### src/rtl/mem_arbiter.sv
// mem_arbiter: two-requester (CPU, host loader) arbiter for one single-port
// synchronous RAM with 1-cycle read latency.
//
// Optional feature: define MEM_ARB_RR_EN for round-robin tie breaking; when
// it is undefined, the CPU always wins simultaneous requests.
//
// Request/response protocol (both requesters):
//   A requester raises req with we/addr/wdata valid. The arbiter samples the
//   inputs only at a clock edge where it is idle. The winner's gnt is high for
//   exactly one cycle (ACCESS), one cycle after that capture edge. Its done is
//   high for exactly one cycle (RESP), three cycles after capture. On reads,
//   rdata is valid with done and holds until that requester's next read
//   completes. The requester may drop or change its inputs after the capture
//   edge without affecting the access in flight. A req still high once the
//   arbiter is back in IDLE starts a new access. A losing requester gets no gnt
//   and simply stays pending.
module mem_arbiter #(
  parameter int AW = 8,
  parameter int DW = 16
) (
  input  logic          clock,
  input  logic          reset_n,
  // CPU side
  input  logic          cpu_req,
  input  logic          cpu_we,
  input  logic [AW-1:0] cpu_addr,
  input  logic [DW-1:0] cpu_wdata,
  output logic          cpu_gnt,
  output logic          cpu_done,
  output logic [DW-1:0] cpu_rdata,
  // Host (program loader) side
  input  logic          host_req,
  input  logic          host_we,
  input  logic [AW-1:0] host_addr,
  input  logic [DW-1:0] host_wdata,
  output logic          host_gnt,
  output logic          host_done,
  output logic [DW-1:0] host_rdata,
  // RAM side
  output logic          mem_en,
  output logic          mem_we,
  output logic [AW-1:0] mem_addr,
  output logic [DW-1:0] mem_wdata,
  input  logic [DW-1:0] mem_rdata,
  // Status / debug
  output logic          busy,
  output logic [1:0]    dbg_state
);

  typedef enum logic [1:0] {
    S_IDLE   = 2'd0,
    S_ACCESS = 2'd1,
    S_WAIT   = 2'd2,
    S_RESP   = 2'd3
  } state_t;

  localparam logic OWN_CPU  = 1'b0;
  localparam logic OWN_HOST = 1'b1;

  state_t        r_state;
  logic          r_owner;
  logic          r_we;
  logic [AW-1:0] r_addr;
  logic [DW-1:0] r_wdata;
  logic          r_mem_en;
  logic          r_mem_we;
  logic          r_cpu_gnt;
  logic          r_host_gnt;
  logic          r_cpu_done;
  logic          r_host_done;
  logic [DW-1:0] r_cpu_rdata;
  logic [DW-1:0] r_host_rdata;
  logic          r_busy;

  logic          w_any_req;
  logic          w_winner;
  logic          w_sel_we;
  logic [AW-1:0] w_sel_addr;
  logic [DW-1:0] w_sel_wdata;

`ifdef MEM_ARB_RR_EN
  // Owner of the most recent capture; resets to host so the CPU wins the first tie.
  logic r_last_owner;

  // Remember who was served last so a tie goes to the other requester.
  always_ff @(posedge clock) begin
    if (!reset_n) begin
      r_last_owner <= OWN_HOST;
    end else if (r_state == S_IDLE && w_any_req) begin
      r_last_owner <= w_winner;
    end
  end
`endif

  // Pick the winner among the current requests and mux its access fields.
  always_comb begin
    w_any_req = cpu_req | host_req;
`ifdef MEM_ARB_RR_EN
    if (cpu_req && host_req) begin
      w_winner = (r_last_owner == OWN_HOST) ? OWN_CPU : OWN_HOST;
    end else begin
      w_winner = cpu_req ? OWN_CPU : OWN_HOST;
    end
`else
    w_winner = cpu_req ? OWN_CPU : OWN_HOST;
`endif
    if (w_winner == OWN_CPU) begin
      w_sel_we    = cpu_we;
      w_sel_addr  = cpu_addr;
      w_sel_wdata = cpu_wdata;
    end else begin
      w_sel_we    = host_we;
      w_sel_addr  = host_addr;
      w_sel_wdata = host_wdata;
    end
  end

  // Access sequencer: IDLE capture, ACCESS drives the RAM, WAIT absorbs the
  // read latency and captures read data, RESP signals completion.
  always_ff @(posedge clock) begin
    if (!reset_n) begin
      r_state      <= S_IDLE;
      r_owner      <= OWN_CPU;
      r_we         <= 1'b0;
      r_addr       <= '0;
      r_wdata      <= '0;
      r_mem_en     <= 1'b0;
      r_mem_we     <= 1'b0;
      r_cpu_gnt    <= 1'b0;
      r_host_gnt   <= 1'b0;
      r_cpu_done   <= 1'b0;
      r_host_done  <= 1'b0;
      r_cpu_rdata  <= '0;
      r_host_rdata <= '0;
      r_busy       <= 1'b0;
    end else begin
      case (r_state)
        S_IDLE: begin
          if (w_any_req) begin
            r_state    <= S_ACCESS;
            r_owner    <= w_winner;
            r_we       <= w_sel_we;
            r_addr     <= w_sel_addr;
            r_wdata    <= w_sel_wdata;
            r_mem_en   <= 1'b1;
            r_mem_we   <= w_sel_we;
            r_cpu_gnt  <= (w_winner == OWN_CPU);
            r_host_gnt <= (w_winner == OWN_HOST);
            r_busy     <= 1'b1;
          end
        end
        S_ACCESS: begin
          r_state    <= S_WAIT;
          r_mem_en   <= 1'b0;
          r_mem_we   <= 1'b0;
          r_cpu_gnt  <= 1'b0;
          r_host_gnt <= 1'b0;
        end
        S_WAIT: begin
          r_state <= S_RESP;
          if (!r_we) begin
            if (r_owner == OWN_CPU) begin
              r_cpu_rdata <= mem_rdata;
            end else begin
              r_host_rdata <= mem_rdata;
            end
          end
          r_cpu_done  <= (r_owner == OWN_CPU);
          r_host_done <= (r_owner == OWN_HOST);
        end
        S_RESP: begin
          r_state     <= S_IDLE;
          r_cpu_done  <= 1'b0;
          r_host_done <= 1'b0;
          r_busy      <= 1'b0;
        end
        default: begin
          r_state <= S_IDLE;
        end
      endcase
    end
  end

  assign cpu_gnt    = r_cpu_gnt;
  assign cpu_done   = r_cpu_done;
  assign cpu_rdata  = r_cpu_rdata;
  assign host_gnt   = r_host_gnt;
  assign host_done  = r_host_done;
  assign host_rdata = r_host_rdata;
  assign mem_en     = r_mem_en;
  assign mem_we     = r_mem_we;
  assign mem_addr   = r_addr;
  assign mem_wdata  = r_wdata;
  assign busy       = r_busy;
  assign dbg_state  = r_state;

endmodule

### config.mk
export PLATFORM = sky130hd
export DESIGN_NAME = mem_arbiter
export DESIGN_NICKNAME = d
export VERILOG_FILES = /design/src/rtl/mem_arbiter.sv
export SDC_FILE = /design/constraint.sdc
export NUM_CORES = 1
export LEC_CHECK = 0
export BUFFER_PORTS_ARGS = -buffer_cell sky130_fd_sc_hd__buf_2
export CAP_MARGIN = 20
export CORE_MARGIN = 5
export CORE_UTILIZATION = 48
export CTS_BUF_LIST = sky130_fd_sc_hd__clkbuf_4
export DETAILED_ROUTE_END_ITERATION = 8
export PLACE_DENSITY = 0.84
export SLEW_MARGIN = 40
export SYNTH_ARGS = -nofsm -noshare
export SYNTH_HDL_FRONTEND = slang
export SYNTH_SLANG_ARGS = --single-unit
### constraint.sdc
create_clock -name clock -period 2.1 [get_ports clock]
set_input_delay 0.105 -clock clock [delete_from_list [all_inputs] [get_ports clock]]
set_output_delay 0.105 -clock clock [all_outputs]
set_load 0.01 [all_outputs]
==> run_results.csv, run 1 <==
group,metric,value,unit
timing,relSlewSlack,0.589,
setup_path,crit_chain,"inv_1 > ha_1 > or3b_1 > nand2_1 > a21boi_0",
yosys,synthesis.area,2920,um^2
global_route,track_usage,0.194,
power,powerDensity,1060,nW/um^2
clock_tree,path_clk_slew,0.11,ns
yosys,netlist.top_cell.by_area,"dfxtp_1",
floorplanning,die_area,7740,um^2
power,pwr-share-comb,0.369,
clock_tree,clockBufferDepth,2,
timing,max_freq,551,MHz
cells_and_area,area_growth,33.6,%
setup_path,cp-end-kind,"register",
cells_and_area,final_common_cell,"buf_2",
hold_path,holdPathEnd,"mem_wdata[0]",
power,switchingPower,1.49,mW
power,finalPower,4.12,mW
timing,finalSetupViolCount,0,
power,p_seq_frac,0.431,
setup_path,reg2reg_depth,5,
cells_and_area,drive_gt1_frac,0.339,
yosys,ys_seq_area_frac,0.459,
setup_path,crit_type,"register to register",
placed_design,place_congestion,0.784,
setup_path,rrSetupSlack,0.29,ns
timing,skew,0.00987,ns
floorplanning,dieHeight,88.0,um
yosys,yosys_warnings,0,
setup_path,max_stage_delay,0.54,ns
global_route,globalRouteMet2Util,0.321,
clock_tree,cts_tree,"done",
cells_and_area,design_area,3900,um^2
global_route,antenna_found_initial,0,
yosys,netlist_instances,311,
routing,drc,0,
job,cap_violations,0,
yosys,syn_nets,388,
floorplanning,io_pins,135,
floorplanning,dieWidth,88.0,um
floorplanning,start_util,0.493,
timing,max_slew.worst_pin.slew,0.616,ns
setup_path,worst_setup_path_start_kind,"register",
global_route,grt_max_degree,70,
routing,drt-initial-drc-count,77,
setup_path,critPathTopFamily,"simple AND/OR/NAND/NOR gates",
hold_path,hold_depth,4,
routing,vias,2620,
global_route,grt_use_met3,0.0724,
clock_tree,numCtsBuffers,9,
setup_path,crit_path_max_fanout,16,
cells_and_area,mostFrequentLayoutCells,"buf_2, nand2_1, dfxtp_1",
power,clockPowerShare,0.200,
global_route,grt_pass1_vias,2602,
setup_path,timing.rr.end,"cpu_rdata[12]",
routing,wire_per_inst,13.8,um
global_route,top_usage_layer,"met2",
timing,fin_crit,1.81,ns
clock_tree,ctsResizeCount,0,
clock_tree,cts-root-buf,"clkbuf_4",
clock_tree,cts.sinks,67,
setup_path,path_buf_inv,1,
placed_design,place_area,3600,um^2
yosys,synth_top_area_share,0.459,
status,status,"finished clean",
timing,hold_viol,0,
setup_path,r2r_start,"dbg_state[0]",
power,ir_worst_vdd,0.626,mV
placed_design,hpwl,5200,um
power,sw_frac_of_total,0.361,
cells_and_area,diodes,0,
cells_and_area,final_nets,529,
clock_tree,clkLatencyLatePin,0.41,ns
floorplanning,core-area,5920,um^2
hold_path,hold_class,"input pin to register",
cells_and_area,fillCellCount,475,
yosys,ys_types,25,
routing,firstDrtPassIters,5,
yosys,syn_avg_cell_area,9.39,um^2
timing,final.period_utilization,0.864,
timing,rsz0062_at_grt,"no",
routing,ant_nets,0,
floorplanning,num_rows,28,
timing,drv_slew,0,
setup_path,required,2.42,ns
power,leakagePower,2.06,nW
global_route,grt_pass1_wl,11700,um
placed_design,numPortBuffers,134,
routing,wirelength,7340,um
yosys,synth.area.top_cells,"dfxtp_1, nand2_1, mux2i_1",
power,p_int,2.63,mW
clock_tree,htree_levels,3,
routing,vias_per_cell,4.92,
yosys,ys_ff_latch,67,
setup_path,cp.arrival,2.13,ns
setup_path,slowest_stage,"or3b_1",
hold_path,hp-start,"host_wdata[0]",
global_route,gr-total-overflow,0,
global_route,grtUsageMet1,0.224,
timing,fin_tns_setup,0,ns
[power groups by stage]
stage                     Sequential, mW  Combinational, mW  Clock [mW]
after floorplan                     1.92              0.867           0
after global placement              1.78               1.46           0
after detailed placement            1.80               1.51           0
after CTS                           1.78               1.54       0.840
after global routing                1.82               1.71       0.902
final                               1.78               1.52       0.822
[metrics by stage]
| step | setup slack, ns | instances | hold slack [ns] | util |
|---|---|---|---|---|
| after floorplan | 0.504 | 311 | 0.240 | - |
| after global placement | 0.436 | 499 | 0.360 | 0.608 |
| after detailed placement | 0.331 | 499 | 0.365 | 0.608 |
| after CTS | 0.288 | 532 | 0.0154 | 0.658 |
| after global routing | 0.114 | 532 | 0.0308 | 0.658 |
| final | 0.286 | 532 | 0.0308 | 0.658 |
[worst max-delay path by stage]
stage,start,to,slack (ns),depth (start not counted)
2_1_floorplan,dbg_state[0],host_rdata[10],0.50,8
3_3_place_gp,dbg_state[0],cpu_rdata[8],0.44,5
3_5_place_dp,dbg_state[0],cpu_rdata[10],0.33,5
4_1_cts,dbg_state[0],cpu_rdata[12],0.29,5
5_1_grt,dbg_state[0],cpu_rdata[12],0.11,5
6_report,dbg_state[0],cpu_rdata[12],0.29,5
[Yosys cell counts]
library cell   n
nor2_1         4
a21boi_0      24
buf_4          3
nand3b_1       3
a21boi_1      13
nor3b_1        1
o21ai_0        4
or3b_1         1
buf_2         11
dfxtp_1       67
o21a_1         1
o211a_1       26
clkbuf_1       8
o311a_1        1
mux2i_1       26
o22ai_1        1
inv_1          2
nand2_1       95
nor3b_4        2
ha_1           7
and3b_1        1
or3_1          3
nor2b_1        3
nand3_1        1
buf_6          3
[routing by layer]
metal / wire length [um] / share of wire
met1: 3120 / 0.42
met2: 3340 / 0.46
met3: 755 / 0.10
met4: 123 / 0.017
met5: 0 / 0
[cell families after synthesis]
family	Yosys count	share of synthesized area
compound gates	70	0.199
fa+ha+maj	7	0.0300
buf+inv	27	0.0510
flops	67	0.459
mux	26	0.0892
simple gates	114	0.171
[worst min-delay path, delay by kind of cell]
| family | cells | cell delay, ns |
|---|---|---|
| compound gates | 1 | 0.13 |
| buf+inv | 1 | 0.07 |
| mux | 1 | 0.05 |
| simple gates | 1 | 0.06 |
[cell type report]
| class | instances | area [um^2] | share of cell area |
|---|---|---|---|
| repair buffers | 155 | 896 | 0.230 |
| inverters | 2 | 7.51 | 0.00193 |
| multi-input cells | 217 | 1430 | 0.366 |
| flip-flops and latches | 67 | 1340 | 0.344 |
| well taps | 75 | 93.8 | 0.0241 |
| clock inverters | 6 | 56.3 | 0.0144 |
| clock buffers | 10 | 75.1 | 0.0193 |
[sequential cells by signal (all words and copies together) (netlist names)]
name,count
cpu_rdata,16
mem_wdata,16
cpu_gnt,1
mem_we,1
dbg_state,2
busy,1
host_done,1
r_owner,1
host_gnt,1
mem_addr,8
r_we,1
host_rdata,16
cpu_done,1
mem_en,1
[timing repair]
item	CTS	global route
hold buffers	17	0
buffers inserted	0	0
endpoints found under the setup margin	0	0
endpoints found under the hold margin	33	0
(Power assumes the default switching activity.)
==> run 2, diff against run 1 <==
PLACE_DENSITY = 0.82   (was 0.84)
clock period = 2 ns   (was 2.1 ns; I/O delays follow)
==> run 2 against run 1 <==
Compared with the run above: setup slack lost 0.055 ns; global-route usage shrank 0.52 points; via count grew 1.2%; die area is the same; count of clock-buffer cells in the layout shrank 1; critical path type unchanged; critical endpoint is now host_rdata[6]; largest power group unchanged; highest routed layer unchanged.
==> run_results.csv, run 2 (same netlist as run 1, synthesis figures left out) <==
group,metric,value,unit
timing,hold_viol,0,
global_route,globalRouteMet2Util,0.303,
global_route,grt_use_met3,0.0771,
power,ir_worst_vdd,0.634,mV
cells_and_area,drive_gt1_frac,0.344,
setup_path,worst_setup_path_start_kind,"register",
global_route,antenna_found_initial,0,
clock_tree,cts-root-buf,"clkbuf_4",
power,powerDensity,1160,nW/um^2
global_route,track_usage,0.189,
setup_path,required,2.32,ns
placed_design,placedCellCount,499,
clock_tree,htree_levels,3,
routing,ant_nets,0,
placed_design,numPortBuffers,134,
routing,vias_per_cell,4.99,
timing,fin_tns_setup,0,ns
timing,fin_crit,1.77,ns
timing,final.period_utilization,0.885,
floorplanning,num_rows,28,
setup_path,crit_path_max_fanout,16,
floorplanning,core-area,5920,um^2
routing,wire_per_inst,13.7,um
status,status,"finished clean",
routing,firstDrtPassIters,4,
power,leakagePower,2.08,nW
clock_tree,cts.sinks,67,
setup_path,crit_type,"register to register",
cells_and_area,mostFrequentLayoutCells,"buf_2, nand2_1, dfxtp_1",
timing,rsz0062_at_grt,"no",
floorplanning,start_util,0.493,
timing,drv_slew,0,
hold_path,hold_class,"input pin to register",
timing,relSlewSlack,0.585,
setup_path,cp.arrival,2.09,ns
floorplanning,io_pins,135,
clock_tree,clkLatencyLatePin,0.39,ns
timing,finalSetupViolCount,0,
timing,skew,0.0116,ns
cells_and_area,final_common_cell,"buf_2",
timing,max_slew.worst_pin.slew,0.622,ns
placed_design,place_congestion,0.765,
floorplanning,dieHeight,88.0,um
timing,max_freq,565,MHz
floorplanning,dieWidth,88.0,um
cells_and_area,diodes,0,
clock_tree,cts_tree,"done",
cells_and_area,area_growth,35.1,%
global_route,grt_pass1_wl,11500,um
global_route,gr-total-overflow,0,
setup_path,cp-end-kind,"register",
placed_design,hpwl,5330,um
routing,wirelength,7270,um
global_route,top_usage_layer,"met2",
routing,drt-initial-drc-count,62,
global_route,grtUsageMet1,0.223,
global_route,grt_max_degree,49,
clock_tree,path_clk_slew,0.11,ns
clock_tree,numCtsBuffers,9,
cells_and_area,fin_cells,531,
routing,vias,2652,
global_route,grt_pass1_vias,2547,
routing,drc,0,
floorplanning,die_area,7740,um^2
clock_tree,clockBufferDepth,2,
cells_and_area,final_nets,528,
job,cap_violations,0,
## run 2: cell types whose count changed in the layout (fill, tap and decap cells not counted), sizes merged
cell	previous run	this run
clkinv	4	3
dlygate4sd3	17	16
clkbuf	10	9
bufinv	1	3
## run 2: power by group
part	leakage (nW)	internal, mW	total [mW]	switching, mW
registers	0.549	1.66	1.86	0.201
logic	1.44	0.724	1.60	0.877
clock network	0.0959	0.631	1.11	0.484
total	2.08	3.02	4.58	1.56
## run 2: path summary, 6_finish.rpt
| path | depth (start not counted) | from | slack (ns) | endpoint |
|---|---|---|---|---|
| worst max-delay path | 5 | dbg_state[0] | 0.23 | host_rdata[6] |
| worst min-delay path | 3 | host_req | 0.04 | host_gnt |
| worst max register to register | 5 | dbg_state[0] | 0.23 | host_rdata[6] |
| worst min register to register | 2 | cpu_rdata[3] | 0.46 | cpu_rdata[3] |
## run 2: what timing repair did
action | in CTS | in global routing
hold buffers | 16 | 0
gates resized for setup | 0 | 1
buffers inserted | 0 | 0
endpoints found under the hold margin | 32 | 0
setup endpoints to repair | 0 | 1
## run 2: routing by layer
metal | share of wire | wire, um
met5 | 0 | 0
met4 | 0.015 | 108
met3 | 0.12 | 897
met2 | 0.46 | 3330
met1 | 0.40 | 2940
## run 2: worst max-delay path, stage by stage, from the launching register on
cell and delay (ns):
dfxtp_1 0.38, inv_1 0.15, ha_1 0.29, and3b_1 0.59, nand2_1 0.12, a21boi_0 0.17
## run 2: through the flow
step                hold WS (ns)  setup slack, ns  instance area [um^2]  total power, mW  utilization
detailed placement         0.358            0.194                  3600             3.47        0.608
floorplan                  0.235            0.404                  2920             2.92            -
CTS                       0.0194            0.181                  3940             4.62        0.666
finish                    0.0371            0.231                  3940             4.58        0.666
global placement           0.356            0.318                  3600             3.41        0.608
global route              0.0266           0.0281                  3940             4.90        0.666
## run 2: area by class of cell
cell class / instances / area, um^2
clock buffers: 9 / 67.6
inverters: 2 / 7.51
multi-input cells: 217 / 1430
fillers: 473 / 1980
well taps: 75 / 93.8
flip-flops and latches: 67 / 1340
repair buffers: 154 / 886
clock inverters: 7 / 116
